$ cat config.mk
export PLATFORM = sky130hd
export DESIGN_NAME = nbit_pipe_addsub_flat
export DESIGN_NICKNAME = d
export VERILOG_FILES = /design/src/rtl/nbit_pipe_addsub_if.sv /design/src/rtl/nbit_pipe_addsub.sv /design/src/flat_wrapper.sv
export SDC_FILE = /design/constraint.sdc
export NUM_CORES = 1
export LEC_CHECK = 0
export BUFFER_PORTS_ARGS = -buffer_cell sky130_fd_sc_hd__buf_4
export CORE_UTILIZATION = 51
export DETAILED_ROUTE_END_ITERATION = 6
export PLACE_DENSITY = 0.73
export SLEW_MARGIN = 5
export SYNTH_ARGS = -nofsm -noshare
export SYNTH_HDL_FRONTEND = slang
export SYNTH_SLANG_ARGS = --single-unit
export TNS_END_PERCENT = 20
$ cat constraint.sdc
create_clock -name clk -period 4.1 [get_ports clk]
set_clock_uncertainty 0.15 [all_clocks]
set_input_delay 0.205 -clock clk [delete_from_list [all_inputs] [get_ports clk]]
set_output_delay 0.205 -clock clk [all_outputs]
set_load 0.1 [all_outputs]
$ cat src/rtl/nbit_pipe_addsub_if.sv
// ---------------------------------------------------------------------------
// nbit_pipe_addsub_if
//   Bundles the operation request and result channels of nbit_pipe_addsub.
//
//   Request channel (master -> slave):
//     in_valid   operation offered
//     a, b       N-bit operands
//     sub        1 = A - B, 0 = A + B + cin
//     cin        carry-in for add; ignored on subtract
//   Request back-pressure (slave -> master):
//     in_ready   unit accepts this cycle
//   Result channel (slave -> master):
//     out_valid  result presented
//     sum        N-bit result
//     cout       carry-out (on subtract, 1 = no borrow)
//     zero, neg, ovf  status flags
//   Result back-pressure (master -> slave):
//     out_ready  consumer accepts the result
// ---------------------------------------------------------------------------
interface nbit_pipe_addsub_if #(
    parameter int N = 32
);
    logic         in_valid;
    logic         in_ready;
    logic [N-1:0] a;
    logic [N-1:0] b;
    logic         sub;
    logic         cin;
    logic         out_valid;
    logic         out_ready;
    logic [N-1:0] sum;
    logic         cout;
    logic         zero;
    logic         neg;
    logic         ovf;

    modport master (
        output in_valid, a, b, sub, cin, out_ready,
        input  in_ready, out_valid, sum, cout, zero, neg, ovf
    );

    modport slave (
        input  in_valid, a, b, sub, cin, out_ready,
        output in_ready, out_valid, sum, cout, zero, neg, ovf
    );
endinterface

$ cat src/rtl/nbit_pipe_addsub.sv
// ---------------------------------------------------------------------------
// nbit_pipe_addsub
//   Pipelined N-bit adder/subtractor. The carry chain is cut into STAGES
//   segments of SEG = N/STAGES bits; stage k ripples only segment k, using
//   the carry registered by stage k-1. One operation per cycle is accepted
//   through a valid/ready handshake with full back-pressure, and results
//   leave in issue order.
//
// Parameters
//   N       operand/result width (N >= 2)
//   STAGES  pipeline depth / number of carry segments (N % STAGES == 0)
//
// Ports
//   clk     rising-edge clock
//   rst     synchronous active-high reset (clears all stage valid bits)
//   p       nbit_pipe_addsub_if.slave: in_valid/in_ready/a/b/sub/cin
//           request channel, out_valid/out_ready/sum/cout/zero/neg/ovf
//           result channel
//
// Build option
//   NBIT_PIPE_FLAGS_EN  when defined, zero/neg/ovf are produced; otherwise
//                       no flag state is built and the three flags read 0.
//
// Subtraction is A + ~B + 1: B is inverted and the carry-in forced to 1 at
// stage 0, so every later stage only ever adds.
// Outputs are gated with the last-stage valid bit, which keeps sum and the
// flags at 0 whenever nothing is presented (including during reset) without
// resetting the datapath registers.
// ---------------------------------------------------------------------------
module nbit_pipe_addsub #(
    parameter int N      = 32,
    parameter int STAGES = 4
) (
    input  logic                clk,
    input  logic                rst,
    nbit_pipe_addsub_if.slave   p
);
    localparam int SEG  = N / STAGES;
    localparam int LAST = STAGES - 1;

    logic [STAGES-1:0] vld_q;
    logic [STAGES-1:0] vld_d;
    logic [STAGES-1:0] adv;
    logic [STAGES-1:0] take;
    logic              s0_rdy;
    logic              in_fire;

    // Stage k advances if every stage from k down to the output either
    // has a hole or the consumer accepts. Walking from the output towards
    // the input with an accumulator keeps this free of combinational loops.
    always_comb begin
        logic acc;
        acc = p.out_ready;
        adv = '0;
        for (int k = LAST; k >= 0; k--) begin
            adv[k] = vld_q[k] & acc;
            acc    = ~vld_q[k] | acc;
        end
        s0_rdy = acc;
    end

    assign p.in_ready = ~rst & s0_rdy;
    assign in_fire    = p.in_valid & p.in_ready;

    // A stage loads when its upstream neighbour advances into it; stage 0
    // loads on an input transfer.
    always_comb begin
        take    = '0;
        take[0] = in_fire;
        for (int k = 1; k < STAGES; k++) begin
            take[k] = adv[k-1];
        end
        vld_d = (vld_q & ~adv) | take;
    end

    always_ff @(posedge clk) begin
        if (rst) begin
            vld_q <= '0;
        end else begin
            vld_q <= vld_d;
        end
    end

    for (genvar k = 0; k < STAGES; k++) begin : g_stage
        // Operand bits still to be processed when entering this stage, and
        // result bits finished once this stage has registered.
        localparam int W_IN  = N - k * SEG;
        localparam int W_RES = (k + 1) * SEG;

        logic [W_IN-1:0]  a_in;
        logic [W_IN-1:0]  b_in;
        logic             c_in;
        logic [SEG:0]     seg_sum;
        logic [W_RES-1:0] res_d;
        logic [W_RES-1:0] res_q;
        logic             cy_q;

        assign seg_sum = {1'b0, a_in[SEG-1:0]} + {1'b0, b_in[SEG-1:0]}
                       + {{SEG{1'b0}}, c_in};

        if (k == 0) begin : g_src
            assign a_in  = p.a;
            assign b_in  = p.sub ? ~p.b : p.b;
            assign c_in  = p.sub | p.cin;
            assign res_d = seg_sum[SEG-1:0];
        end else begin : g_src
            assign a_in  = g_stage[k-1].g_ops.a_q;
            assign b_in  = g_stage[k-1].g_ops.b_q;
            assign c_in  = g_stage[k-1].cy_q;
            assign res_d = {seg_sum[SEG-1:0], g_stage[k-1].res_q};
        end

        // ---- stage k register boundary ----
        always_ff @(posedge clk) begin
            if (take[k]) begin
                res_q <= res_d;
                cy_q  <= seg_sum[SEG];
            end
        end

        // Upper operand bits travel on; the last stage has none left.
        if (k < LAST) begin : g_ops
            logic [W_IN-SEG-1:0] a_q;
            logic [W_IN-SEG-1:0] b_q;
            always_ff @(posedge clk) begin
                if (take[k]) begin
                    a_q <= a_in[W_IN-1:SEG];
                    b_q <= b_in[W_IN-1:SEG];
                end
            end
        end

`ifdef NBIT_PIPE_FLAGS_EN
        // Signed overflow: carry into the MSB differs from carry out of it.
        // The carry into the MSB is recovered from the MSB sum bit and the
        // two (already-inverted-for-subtract) operand sign bits.
        if (k == LAST) begin : g_ovf
            logic ovf_q;
            always_ff @(posedge clk) begin
                if (take[k]) begin
                    ovf_q <= (seg_sum[SEG-1] ^ a_in[SEG-1] ^ b_in[SEG-1])
                           ^ seg_sum[SEG];
                end
            end
        end
`endif
    end

    // ---- output (last stage) ----
    assign p.out_valid = vld_q[LAST];
    assign p.sum       = vld_q[LAST] ? g_stage[LAST].res_q : '0;
    assign p.cout      = vld_q[LAST] & g_stage[LAST].cy_q;

`ifdef NBIT_PIPE_FLAGS_EN
    assign p.zero = vld_q[LAST] & (g_stage[LAST].res_q == '0);
    assign p.neg  = vld_q[LAST] & g_stage[LAST].res_q[N-1];
    assign p.ovf  = vld_q[LAST] & g_stage[LAST].g_ovf.ovf_q;
`else
    assign p.zero = 1'b0;
    assign p.neg  = 1'b0;
    assign p.ovf  = 1'b0;
`endif
endmodule

$ cat src/flat_wrapper.sv
// flat-port wrapper written by rule: the top's interface ports become plain ports
module nbit_pipe_addsub_flat 
#(
    parameter int N      = 32,
    parameter int STAGES = 4
)
  (clk, rst, p_in_valid, p_a, p_b, p_sub, p_cin, p_out_ready, p_in_ready, p_out_valid, p_sum, p_cout, p_zero, p_neg, p_ovf);
  nbit_pipe_addsub_if #(.N(N)) p_i ();
  input  logic clk;
  input  logic rst;
  input wire logic [$bits(p_i.in_valid)-1:0] p_in_valid;
  input wire logic [$bits(p_i.a)-1:0] p_a;
  input wire logic [$bits(p_i.b)-1:0] p_b;
  input wire logic [$bits(p_i.sub)-1:0] p_sub;
  input wire logic [$bits(p_i.cin)-1:0] p_cin;
  input wire logic [$bits(p_i.out_ready)-1:0] p_out_ready;
  output wire logic [$bits(p_i.in_ready)-1:0] p_in_ready;
  output wire logic [$bits(p_i.out_valid)-1:0] p_out_valid;
  output wire logic [$bits(p_i.sum)-1:0] p_sum;
  output wire logic [$bits(p_i.cout)-1:0] p_cout;
  output wire logic [$bits(p_i.zero)-1:0] p_zero;
  output wire logic [$bits(p_i.neg)-1:0] p_neg;
  output wire logic [$bits(p_i.ovf)-1:0] p_ovf;
  assign p_i.in_valid = p_in_valid;
  assign p_i.a = p_a;
  assign p_i.b = p_b;
  assign p_i.sub = p_sub;
  assign p_i.cin = p_cin;
  assign p_i.out_ready = p_out_ready;
  assign p_in_ready = p_i.in_ready;
  assign p_out_valid = p_i.out_valid;
  assign p_sum = p_i.sum;
  assign p_cout = p_i.cout;
  assign p_zero = p_i.zero;
  assign p_neg = p_i.neg;
  assign p_ovf = p_i.ovf;
  nbit_pipe_addsub #(.N(N), .STAGES(STAGES)) u_core (.clk(clk), .rst(rst), .p(p_i));
endmodule
==> metrics.md <==
| Metric | Value |
|---|---|
| Antenna violations before repair | `0` |
| DR iter-0 viols | `203` |
| Vias in the first global route | `4037` |
| WP data arrival | `2900 ps` |
| Cell Area, Synth | `7413 sq um` |
| VDD IR max | `305.1 uV` |
| Worst-Margin Slew | `994.6 ps` |
| Pin count of the biggest net entering global routing | `36` |
| Endpoints failing setup | `0` |
| DP HPWL | `7975 microns` |
| Period utilisation layout | `71.63%` |
| Yosys warnings | `0` |
| Setup crit start kind | `register` |
| Largest area contributor in the netlist | `edfxtp_1` |
| Yosys cell types | `43` |
| Seq cells post-synth | `184` |
| Max-Cap Viols | `0` |
| DR pass1 iterations | `4` |
| Fmax | `340.5 MHz` |
| Via density | `4.975` |
| CP required | `4060 ps` |
| Antenna viol nets, final | `0` |
| Core Area | `14040 sq um` |
| Sequential-to-total area share from yosys stat | `73.99%` |
| CTS buffer count | `17` |
| IO Pins | `108` |
| Clk_lat worst skew | `420 ps` |
| WL/cell | `14.62 microns` |
| Global Route Usage Sum | `17.33%` |
| H-Tree Depth | `4` |
| Setup crit end kind | `register` |
| Worst Path Max Fanout | `35` |
| Row count | `43` |
| Post-Synthesis Cells | `442` |
| LEAKAGE | `0.003615 uW` |
| RSZ-0062 raised after global routing | `no` |
| CTS Hold Buffers Added | `51` |
| Wire length of the first global-routing pass | `18870 microns` |
| Layout area overhead | `28.30%` |
| Post-synth ARST share | `0%` |
| Most common library cell in the layout ignoring fill and taps | `edfxtp_1` |
| Post-synth EDFFs | `180` |
| PostCTS Resize Cnt | `0` |
| Slew HR | `33.53%` |
| Ys flop type | `edfxtp_1` |
| Die Wd | `122.6 microns` |
| Tmin final | `2937 ps` |
| Die area | `15020 sq um` |
| Pwr dens | `431.6 nW/um^2` |
| Placer congestion estimate | `0.8134` |
| CTS Buffer Depth | `2` |
| Setup bufs post-CTS | `0` |
| Most area-consuming cells after synthesis | `edfxtp_1 (73%), ha_1 (4.7%), xor2_1 (4.4%), and2_1 (2.9%), fa_1 (2.2%)` |
| Tightest Hold Check Type | `input port to register` |
| # clock sinks | `184` |
| GRT Residual Overflow | `0` |
| Initial Util | `52.79%` |
| Nets | `719` |
| Syn_area_per_cell | `16.77 sq um` |
| Fin. Hold Viols | `0` |
| Outcome | `finished, final reports clean` |
| Class of the most critical setup path | `register to register` |
| TritonCTS clock tree | `done` |
| Slew Viols, Final | `0` |
| Antenna diodes | `0` |
| DRC | `0` |
| Clock Pin Slew Worst Setup and Hold Paths | `60 ps` |
| Commonest non-fill, non-tap cells in the layout | `edfxtp_1 (180), buf_4 (109), dlygate4sd3_1 (51)` |
| Share of layout cells above drive strength 1 | `23.16%` |
| Synth top area share | `72.91%` |
| Worst hold slack | `57.82 ps` |
| Buffers on Ports | `104` |
| Root buf cell | `clkbuf_16` |
| Post-Route WL | `11780 microns` |
| Post-layout util | `67.74%` |
| Vias post-DR | `4010` |
| Die Ht | `122.6 microns` |
==> critical path: stages, from the launching register on <==
cell and delay, ps:
dfxtp_1 580, and2b_1 410, and3_1 290, a21oi_2 180, and2_2 670, buf_4 340
==> cell usage after synthesis, drive strengths merged, types with 6 or more instances <==
cell and count:
inv 12, xnor2 13, o21ai 11, edfxtp 180
a21oi 25, nand2 10, and2 34, nor3 8
buf 6, fa 8, nor2 13, xor2 37
ha 28, nor2b 7
==> layout make-up <==
cell class	count	area [sq um]
Fill cell	927	4531
Clock buffer	18	429.2
Tap cell	180	225.2
Timing Repair Buffer	160	1329
Sequential cell	184	5485
Clock inverter	14	132.6
Inverter	12	45.04
Multi-Input combinational cell	238	1866
==> through the flow <==
step                      instances  instance area (sq um)  setup TNS (ps)  total power, uW  setup WS [ps]
after floorplan                 444                   7421           -6932             2460         -121.6
after global placement          723                   8439               0             2563           1164
after detailed placement        723                   8439               0             2578           1101
after CTS                       806                   9512               0             4139           1093
after global routing            806                   9512               0             4257          881.7
final                           806                   9512               0             4105           1163
==> logic make-up (layout without fill, tap and decap cells) <==
| logic type | Yosys count | count (layout) | synth area share [%] |
|---|---|---|---|
| flip-flops | 184 | 184 | 73.99 |
| XOR/XNOR | 50 | 50 | 5.907 |
| AO/OA/AOI/OAI | 62 | 62 | 5.333 |
| other | 1 | 3 | 0.05058 |
| buffers and inverters | 22 | 204 | 1.316 |
| multiplexers | 2 | 2 | 0.2701 |
| AND/OR/NAND/NOR | 85 | 85 | 6.245 |
| adder cells (fa/ha/maj) | 36 | 36 | 6.886 |
==> flip-flops by register name (all words and copies together), names as in the netlist <==
name,flops
u_core.g_stage.cy_q,4
u_core.g_stage.g_ops.a_q,48
u_core.g_stage.g_ops.b_q,48
u_core.g_stage.res_q,80
u_core.vld_q,4
==> power breakdown <==
group,leakage (uW),switching (uW),internal (uW)
logic,0.00164,213,178
registers,0.00171,22.5,2170
clock network,0.000271,637,889
==> routing by layer <==
layer / vias to the layer above / GRT usage, % / wire, microns
met3: 23 / 4.136 / 493
met5: - / 0 / 0
li1: 1978 / - / -
met1: 1910 / 19.08 / 4699
met2: 99 / 30.23 / 6303
met4: 0 / 10.59 / 285
==> path summary, 6_finish.rpt <==
path / start / endpoint / slack [ps] / cells past startpoint
max: u_core.vld_q[3]$_SDFF_PP0_ / u_core.g_stage[0].g_ops.b_q[9]$_DFFE_PP_ / 1160 / 5
max reg2reg: u_core.vld_q[3]$_SDFF_PP0_ / u_core.g_stage[0].g_ops.b_q[9]$_DFFE_PP_ / 1160 / 5
min reg2reg: u_core.g_stage[1].res_q[5]$_DFFE_PP_ / u_core.g_stage[2].res_q[5]$_DFFE_PP_ / 270 / 0
min: p_cin / u_core.g_stage[0].res_q[0]$_DFFE_PP_ / 60 / 3
Power figures use the tool's default switching activity.
